File: src/rtl/instr_fetch.sv
// ---------------------------------------------------------------------------
// instr_fetch -- fetch stage of the rv32i single-cycle core.
//
// Owns the program counter, fetches one instruction word at a time from
// instruction memory over a req/ack handshake, and presents a registered
// instruction together with its PC to the instruction controller. When the
// controller retires the instruction, the PC advances to pc+4 or to the
// resolved redirect target. A redirect to a non-word-aligned target parks the
// stage in a fault state that only reset can leave.
//
// Build option:
//   FETCH_PREFETCH_EN  when defined, adds a one-entry prefetch buffer that
//                      fetches pc+4 while the current instruction is held,
//                      so zero-wait memory sustains one instruction per
//                      cycle. When undefined, memory is idle while an
//                      instruction is held (one instruction per two cycles).
//
// Parameters:
//   RESET_PC         first PC fetched after reset (must be word-aligned)
//
// Ports:
//   clk              core clock, rising edge
//   rst_n            asynchronous active-low reset
//   imem_req         fetch request, held until acked
//   imem_addr        word address of the request, stable while imem_req=1
//   imem_ack         memory accepts the request and returns data this cycle
//   imem_rdata       instruction word, valid with imem_ack
//   instr            instruction presented to the controller
//   instr_valid      instr / pc / pc_plus4 are valid
//   pc               address of instr
//   pc_plus4         pc + 4 (link value for jump-and-link)
//   instr_ready      controller retires instr this cycle
//   redirect         retiring instruction redirects the PC
//   redirect_target  new PC when redirect=1
//   misalign_err     sticky: a redirect target was not word-aligned
// ---------------------------------------------------------------------------
module instr_fetch #(
  parameter logic [31:0] RESET_PC = 32'h0000_0000
) (
  input  logic        clk,
  input  logic        rst_n,
  output logic        imem_req,
  output logic [31:0] imem_addr,
  input  logic        imem_ack,
  input  logic [31:0] imem_rdata,
  output logic [31:0] instr,
  output logic        instr_valid,
  output logic [31:0] pc,
  output logic [31:0] pc_plus4,
  input  logic        instr_ready,
  input  logic        redirect,
  input  logic [31:0] redirect_target,
  output logic        misalign_err
);

  // addi x0, x0, 0 -- harmless value shown on instr before the first fetch.
  localparam logic [31:0] NOP = 32'h0000_0013;

  // S_REQ   : fetching the word at pc, nothing presented
  // S_HOLD  : instruction presented, waiting for retire
  // S_FAULT : misaligned redirect seen, stage halted until reset
  // S_DRAIN : (prefetch build only) a stale prefetch is still outstanding
  //           after a redirect; wait for its ack, drop the data, then fetch
  //           the redirect target
  typedef enum logic [1:0] {
    S_REQ   = 2'd0,
    S_HOLD  = 2'd1,
    S_FAULT = 2'd2,
    S_DRAIN = 2'd3
  } state_t;

  state_t      state_q, state_d;
  logic [31:0] pc_q, pc_d;
  logic [31:0] pc_plus4_q, pc_plus4_d;
  logic [31:0] instr_q, instr_d;
  logic        instr_valid_q, instr_valid_d;
  logic        imem_req_q, imem_req_d;
  logic [31:0] imem_addr_q, imem_addr_d;
  logic        misalign_err_q, misalign_err_d;

`ifdef FETCH_PREFETCH_EN
  // Prefetch buffer: holds the word at pc+4 once it has been acked.
  logic        pf_valid_q, pf_valid_d;
  logic [31:0] pf_data_q, pf_data_d;
`endif

  logic        ack_fire;
  logic        retire;
  logic        bad_target;
  logic [31:0] next_pc;

  // An ack only counts against a request we are actually driving; this also
  // discards a late ack from a transaction abandoned by reset, because
  // imem_req is low for the first cycle after reset release.
  assign ack_fire   = imem_req_q & imem_ack;
  assign retire     = instr_valid_q & instr_ready;
  assign bad_target = redirect & (redirect_target[1:0] != 2'b00);
  // pc_plus4_q always equals pc_q + 4 (32-bit wrap), so reuse it here.
  assign next_pc    = redirect ? redirect_target : pc_plus4_q;

  // -------------------------------------------------------------------------
  // State register (all flops live here)
  // -------------------------------------------------------------------------
  always_ff @(posedge clk or negedge rst_n) begin
    if (!rst_n) begin
      state_q        <= S_REQ;
      pc_q           <= RESET_PC;
      pc_plus4_q     <= RESET_PC + 32'd4;
      instr_q        <= NOP;
      instr_valid_q  <= 1'b0;
      imem_req_q     <= 1'b0;
      imem_addr_q    <= RESET_PC;
      misalign_err_q <= 1'b0;
`ifdef FETCH_PREFETCH_EN
      pf_valid_q     <= 1'b0;
      pf_data_q      <= NOP;
`endif
    end else begin
      state_q        <= state_d;
      pc_q           <= pc_d;
      pc_plus4_q     <= pc_plus4_d;
      instr_q        <= instr_d;
      instr_valid_q  <= instr_valid_d;
      imem_req_q     <= imem_req_d;
      imem_addr_q    <= imem_addr_d;
      misalign_err_q <= misalign_err_d;
`ifdef FETCH_PREFETCH_EN
      pf_valid_q     <= pf_valid_d;
      pf_data_q      <= pf_data_d;
`endif
    end
  end

  // -------------------------------------------------------------------------
  // Next-state logic: state, PC, presented instruction, prefetch buffer
  // -------------------------------------------------------------------------
  always_comb begin
    state_d = state_q;
    pc_d    = pc_q;
    instr_d = instr_q;
`ifdef FETCH_PREFETCH_EN
    pf_valid_d = pf_valid_q;
    pf_data_d  = pf_data_q;
`endif

    case (state_q)
      S_REQ: begin
        if (ack_fire) begin
          state_d = S_HOLD;
          instr_d = imem_rdata;
        end
      end

      S_HOLD: begin
`ifdef FETCH_PREFETCH_EN
        if (retire) begin
          pc_d       = next_pc;
          pf_valid_d = 1'b0;
          if (bad_target) begin
            state_d = S_FAULT;
          end else if (redirect) begin
            // Whatever was prefetched belongs to the wrong path. If the
            // prefetch is still outstanding we must finish the handshake
            // before the address may change.
            if (imem_req_q && !imem_ack) begin
              state_d = S_DRAIN;
            end else begin
              state_d = S_REQ;
            end
          end else if (pf_valid_q) begin
            instr_d = pf_data_q;
          end else if (ack_fire) begin
            // Prefetch lands in the retire cycle: forward it straight to instr.
            instr_d = imem_rdata;
          end else begin
            // Prefetch still outstanding: its address is already the new pc,
            // so the request simply continues in S_REQ.
            state_d = S_REQ;
          end
        end else if (ack_fire) begin
          pf_valid_d = 1'b1;
          pf_data_d  = imem_rdata;
        end
`else
        if (retire) begin
          pc_d    = next_pc;
          state_d = bad_target ? S_FAULT : S_REQ;
        end
`endif
      end

`ifdef FETCH_PREFETCH_EN
      S_DRAIN: begin
        if (ack_fire) begin
          state_d = S_REQ;
        end
      end
`endif

      default: begin
        // S_FAULT is terminal until reset.
        state_d = state_q;
      end
    endcase
  end

  // -------------------------------------------------------------------------
  // Output logic: every output is a flop, so compute its next value from the
  // next state.
  // -------------------------------------------------------------------------
  always_comb begin
    instr_valid_d  = (state_d == S_HOLD);
    misalign_err_d = (state_d == S_FAULT);
    pc_plus4_d     = pc_d + 32'd4;
`ifdef FETCH_PREFETCH_EN
    case (state_d)
      S_REQ: begin
        imem_req_d  = 1'b1;
        imem_addr_d = pc_d;
      end
      S_HOLD: begin
        // Keep fetching pc+4 until the buffer holds it.
        imem_req_d  = !pf_valid_d;
        imem_addr_d = pc_plus4_d;
      end
      S_DRAIN: begin
        imem_req_d  = 1'b1;
        imem_addr_d = imem_addr_q;
      end
      default: begin
        imem_req_d  = 1'b0;
        imem_addr_d = imem_addr_q;
      end
    endcase
`else
    imem_req_d  = (state_d == S_REQ);
    imem_addr_d = pc_d;
`endif
  end

  assign imem_req     = imem_req_q;
  assign imem_addr    = imem_addr_q;
  assign instr        = instr_q;
  assign instr_valid  = instr_valid_q;
  assign pc           = pc_q;
  assign pc_plus4     = pc_plus4_q;
  assign misalign_err = misalign_err_q;

endmodule

File: config.mk
export PLATFORM = sky130hd
export DESIGN_NAME = instr_fetch
export DESIGN_NICKNAME = d
export VERILOG_FILES = /design/src/rtl/instr_fetch.sv
export SDC_FILE = /design/constraint.sdc
export NUM_CORES = 1
export LEC_CHECK = 0
export CORE_ASPECT_RATIO = 1.2
export CORE_MARGIN = 3
export CORE_UTILIZATION = 43
export CTS_CLUSTER_DIAMETER = 50
export DETAILED_ROUTE_END_ITERATION = 16
export GPL_ROUTABILITY_DRIVEN = 0
export GPL_TIMING_DRIVEN = 0
export PLACE_DENSITY = 0.88
export SETUP_SLACK_MARGIN = 0.4
export SYNTH_ARGS = -nofsm -noshare
export SYNTH_HDL_FRONTEND = slang
export SYNTH_SLANG_ARGS = --single-unit
File: constraint.sdc
create_clock -name clk -period 3.1 [get_ports clk]
set_input_delay 0.93 -clock clk [delete_from_list [all_inputs] [get_ports clk]]
set_output_delay 0.93 -clock clk [all_outputs]
set_load 0.05 [all_outputs]
* Word level (Yosys, flattened, before mapping)
Cells that the tools add are included.
W data, S select, Z words.
** Storage, ports and cells
- Bits in registers :: 101
- Bits of input ports :: 69
- Logic and storage cells :: 25
** Cells by class
- $add $sub $neg :: 1
- Equal/unequal tests :: 3
- Mux-type cells :: 7
- Bitwise operators :: 3
- Reduce and logical (&&, ||, !) cells :: 4
** Operators with widths (number)
- $mux W32 :: 3
- $add A32 B3 Y32 const B :: 1
- $mux W2 :: 3
- $eq A2 B1 Y1 const B :: 2
- $logic_not A2 Y1 :: 2
- $pmux W2 S2 :: 1
- $and A1 B1 Y1 :: 3
- $eq A2 B2 Y1 const B :: 1
- $reduce_and A2 Y1 :: 1
- $reduce_bool A2 Y1 :: 1

* Longest topological paths before layout
- Depth in word-level cells :: 6
- Gate-level depth with buffers :: 13
- Depth with buffers taken out :: 9

* Worst setup path after synthesis
No wires, ideal clock.
- Path kind :: input -> register
- Start point :: input redirect
- End point :: register pc_plus4_q[26], in the netlist pc_plus4[26]
- Arrival time :: 3.088 ns
- Path slack :: -0.116 ns
- Stages :: 13
- Cell sequence :: buf_4 > buf_6 > buf_4 > buf_4 > buf_4 > mux2i_1 > o21a_1 > inv_1 > ha_1 > o221ai_1 > nor3_2 > nand3_1 > xnor2_1
** Between the ends
- Longest elaborated chain between the ends :: 4
** Ends and longest elaborated chain
- start, declared :: RTL line 51 : input logic redirect,
- $mux W32 :: RTL line 99 : assign next_pc = redirect ? redirect_target : pc_plus4_q;
- $mux W32 :: RTL line 185 : if (retire) begin
- $mux W32 :: RTL line 146 : case (state_q)
- named net imem_addr_d[2] :: RTL line 78 : logic [31:0] imem_addr_q, imem_addr_d;
- $add A32 B3 Y32 :: RTL line 214 : pc_plus4_d = pc_d + 32'd4;
- named net pc_plus4_d[26] :: RTL line 74 : logic [31:0] pc_plus4_q, pc_plus4_d;
- end signal, assigned :: RTL line 108 : pc_plus4_q <= RESET_PC + 32'd4;
- end signal, assigned :: RTL line 121 : pc_plus4_q <= pc_plus4_d;
- end, declared :: RTL line 74
The timed path passes the listed nets, and every way through them passes these cells.
A chain may end at the register's enable or synchronous reset.

==> metrics.csv <==
metric;value;unit
sequential fraction of the synthesis area;53.0;%
WP data arrival;1.72;ns
worst-path fanout max;5;
Post-Synth XOR/XNOR Area;5.24;%
Synth Cell Area;4680;sq um
Max stage delay on crit path;0.79;ns
CTS Root Cell;clkbuf_16;
vias per inst;5.23;
DRT Pass-1 Iters;4;
Vias;4017;
static leakage;3.51;nW
RSZ-0062 raised after global routing;no;
CP Launch Type;flop;
synth unique cells;47;
final design utilization;70.7;%
Post-synth ARST share;100;%
final setup fails;0;
CP cell instances;buf_4 -> clkdlybuf4s50_1;
Synth warnings;0;
Post-synth top flop;dfrtp_1;
Adder-Cell Fraction of Synth Area;0.267;%
worst-case vdd ir drop;272;uV
largest family of logic cells by synthesized area;multiplexers;
Syn-to-layout area delta;59.6;%
TritonCTS clock tree;yes;
sequential group share of total power;49.0;%
Filler cells;744;
die height;120;um
# IOs;200;
# diodes;0;
placed insts;736;
final WL;13.5;mm
antenna-violating nets left;0;
# rows;41;
Data required, critical path;2.17;ns
syn avg cell area;11.5;sq um
syn_nets;478;
Net Sw Power;0.000544;W
Sw Ratio;20.6;%
H-tree lvl count;3;
CP max-delay cell;clkdlybuf4s50_1;
outcome;complete, no violations;
fmax;377;MHz
post-layout min period;2.65;ns
initial antenna violation count;0;
clock share of power;44.1;%
clock skew;0.00529;ns
initial DRC count;196;
Slew Viols, Final;0;
CP Class;reg2out;
core footprint;10600;sq um
drt wl/cell;17.5;um
number of flops mapped to enable cells by yosys;0;
#FFs+latches synth;99;
hold_ws;0.503;ns
Finished Layout Cells;768;
Final #Nets;704;
Num CTS Buffers;9;
total internal power;0.00209;W
worst-margin pin slew;0.791;ns
largest net degree at the start of global routing;53;
max capacitance violation total;0;
total chip power;0.00263;W
Remaining Overflow, GRT;0;
simple-gate area share of the yosys netlist;11.1;%
detailed placement HPWL;9.98;mm
later-pin clock latency in the skew report;0.34;ns
clk sinks;99;
Pwr Density;353;nW/um^2
clk buf depth;2;
share of cells above drive strength 1;22.2;%
Crit path buffers/inverters;2;
Syn Inst Count;408;
global-route wire length before repair;21.2;mm
Hold Crit Class;reg2reg;
clock slew at reported path FFs;0.07;ns
width of the chip;101;um
CP delay by family, top;buffers and inverters;
vias in the first global route;4162;
Die Footprint;12200;sq um
mux cell area share after synthesis;15.0;%
DR DRC count;0;
Starting Density;44.3;%
Worst Setup End Kind;output port;
max_slew headroom;47.3;%
Final Hold Viols;0;
Compound-Gate Fraction of Synth Area;7.08;%
I/O Buffers;198;
GR Util All Layers;22.2;%
Final period util;85.6;%
part of the power in combinational logic;6.8;%
logic make-up (layout without fill, tap and decap cells):
kind of cell	Yosys count	after routing
adder cells (fa/ha/maj)	1	1
multiplexers	65	65
AO/OA/AOI/OAI	52	52
flip-flops	99	99
buffers and inverters	61	292
AND/OR/NAND/NOR	102	102
XOR/XNOR	28	28
stage by stage:
| step | setup TNS [ns] | area [sq um] | worst slack, ns |
|---|---|---|---|
| after floorplan | 0 | 4750 | 0.219 |
| after global placement | -244.88 | 6900 | -2.43 |
| after detailed placement | -11.67 | 6920 | -0.823 |
| after CTS | 0 | 7320 | 0.408 |
| after global routing | 0 | 7470 | 0.403 |
| final | 0 | 7470 | 0.447 |
layout make-up:
| type | instances | area, sq um | share of cell area, % |
|---|---|---|---|
| Buffer | 50 | 427 | 5.71 |
| Clock buffer | 12 | 267 | 3.57 |
| Clock inverter | 4 | 47.5 | 0.637 |
| Inverter | 11 | 41.3 | 0.553 |
| Multi-Input combinational cell | 248 | 1900 | 25.4 |
| Sequential cell | 99 | 2480 | 33.2 |
| Tap cell | 129 | 161 | 2.16 |
| Timing Repair Buffer | 215 | 2150 | 28.7 |
power by group through the flow:
stage	registers [W]	logic (W)	clock network (W)
global route	0.00129	0.000194	0.00124
CTS	0.00129	0.000172	0.00118
detailed placement	0.00132	0.000170	0
finish	0.00129	0.000180	0.00116
floorplan	0.00132	0.0000421	0
global placement	0.00132	0.000162	0
cell usage in the layout, fill, tap and decap left out, types with 6 or more instances in the layout:
master / n
clkdlybuf4s50_1: 192
dfrtp_1: 95
buf_4: 49
mux2_2: 42
nand2_1: 30
nor2_1: 28
mux2i_1: 23
xnor2_1: 20
nand3_1: 16
o21ai_0: 14
a21oi_1: 14
inv_1: 10
clkbuf_16: 9
xor2_1: 8
clkbuf_1: 6
timing repair:
| action | 4_1_cts | 5_1_grt |
|---|---|---|
| hold buffers | 0 | 0 |
| cloned | 0 | 1 |
| setup endpoints to repair | 68 | 20 |
| endpoints found under the hold margin | 0 | 0 |
| setup buffers | 4 | 11 |
| resized for setup | 13 | 15 |
| pin swaps | 2 | 6 |
path summary, 6_finish.rpt:
path	cells past startpoint	endpoint	slack [ns]	startpoint
setup / recovery	2	pc[15]	0.45	imem_addr[15]$_DFF_PN0_
hold / removal	1	instr[14]$_DFFE_PN0P_	0.50	instr[14]$_DFFE_PN0P_
setup reg to reg	12	pc_plus4[26]$_DFF_PN0_	0.73	state_q[1]$_DFF_PN0_
hold reg to reg	1	instr[14]$_DFFE_PN0P_	0.50	instr[14]$_DFFE_PN0P_
max in group asynchronous	2	instr[6]$_DFFE_PN0P_	1.82	rst_n
min in group asynchronous	1	pc_plus4[7]$_DFF_PN0_	0.60	rst_n
per-layer routing:
layer / part of all wire, % / up-vias / global-route usage (%) / wire [um]
met1: 36 / 1971 / 25.6 / 4810
met2: 52 / 194 / 38.1 / 7040
met5: 0 / - / 0 / 0
li1: - / 1834 / - / -
met4: 1.9 / 0 / 8.65 / 251
met3: 10 / 18 / 7.10 / 1350
flip-flops by register name, summed over array words and instances, names as in the netlist:
register,count
imem_addr,32
instr_valid,1
instr,32
pc_plus4,30
imem_req,1
state_q,2
misalign_err,1
synthesized netlist by cell type, drive strengths merged (2+ instances only):
| cell | n | area [sq um] |
|---|---|---|
| dfrtp | 95 | 2380 |
| buf | 44 | 323 |
| mux2 | 42 | 473 |
| nand2 | 30 | 113 |
| nor2 | 28 | 105 |
| mux2i | 23 | 230 |
| xnor2 | 20 | 175 |
| nand3 | 16 | 80.1 |
| o21ai | 15 | 75.1 |
| a21oi | 14 | 70.1 |
| inv | 11 | 41.3 |
| nor3 | 8 | 56.3 |
| xor2 | 8 | 70.1 |
| clkbuf | 6 | 22.5 |
| a31oi | 5 | 31.3 |
| a21o | 4 | 30.0 |
| dfstp | 4 | 105 |
| nand4 | 4 | 31.3 |
| a211oi | 3 | 32.5 |
| nand2b | 3 | 18.8 |
| nor4 | 3 | 33.8 |
| o22ai | 3 | 25.0 |
| a22oi | 2 | 15.0 |
| nand3b | 2 | 15.0 |
| nand4b | 2 | 23.8 |
| nor2b | 2 | 12.5 |
Power figures use the tool's default switching activity.
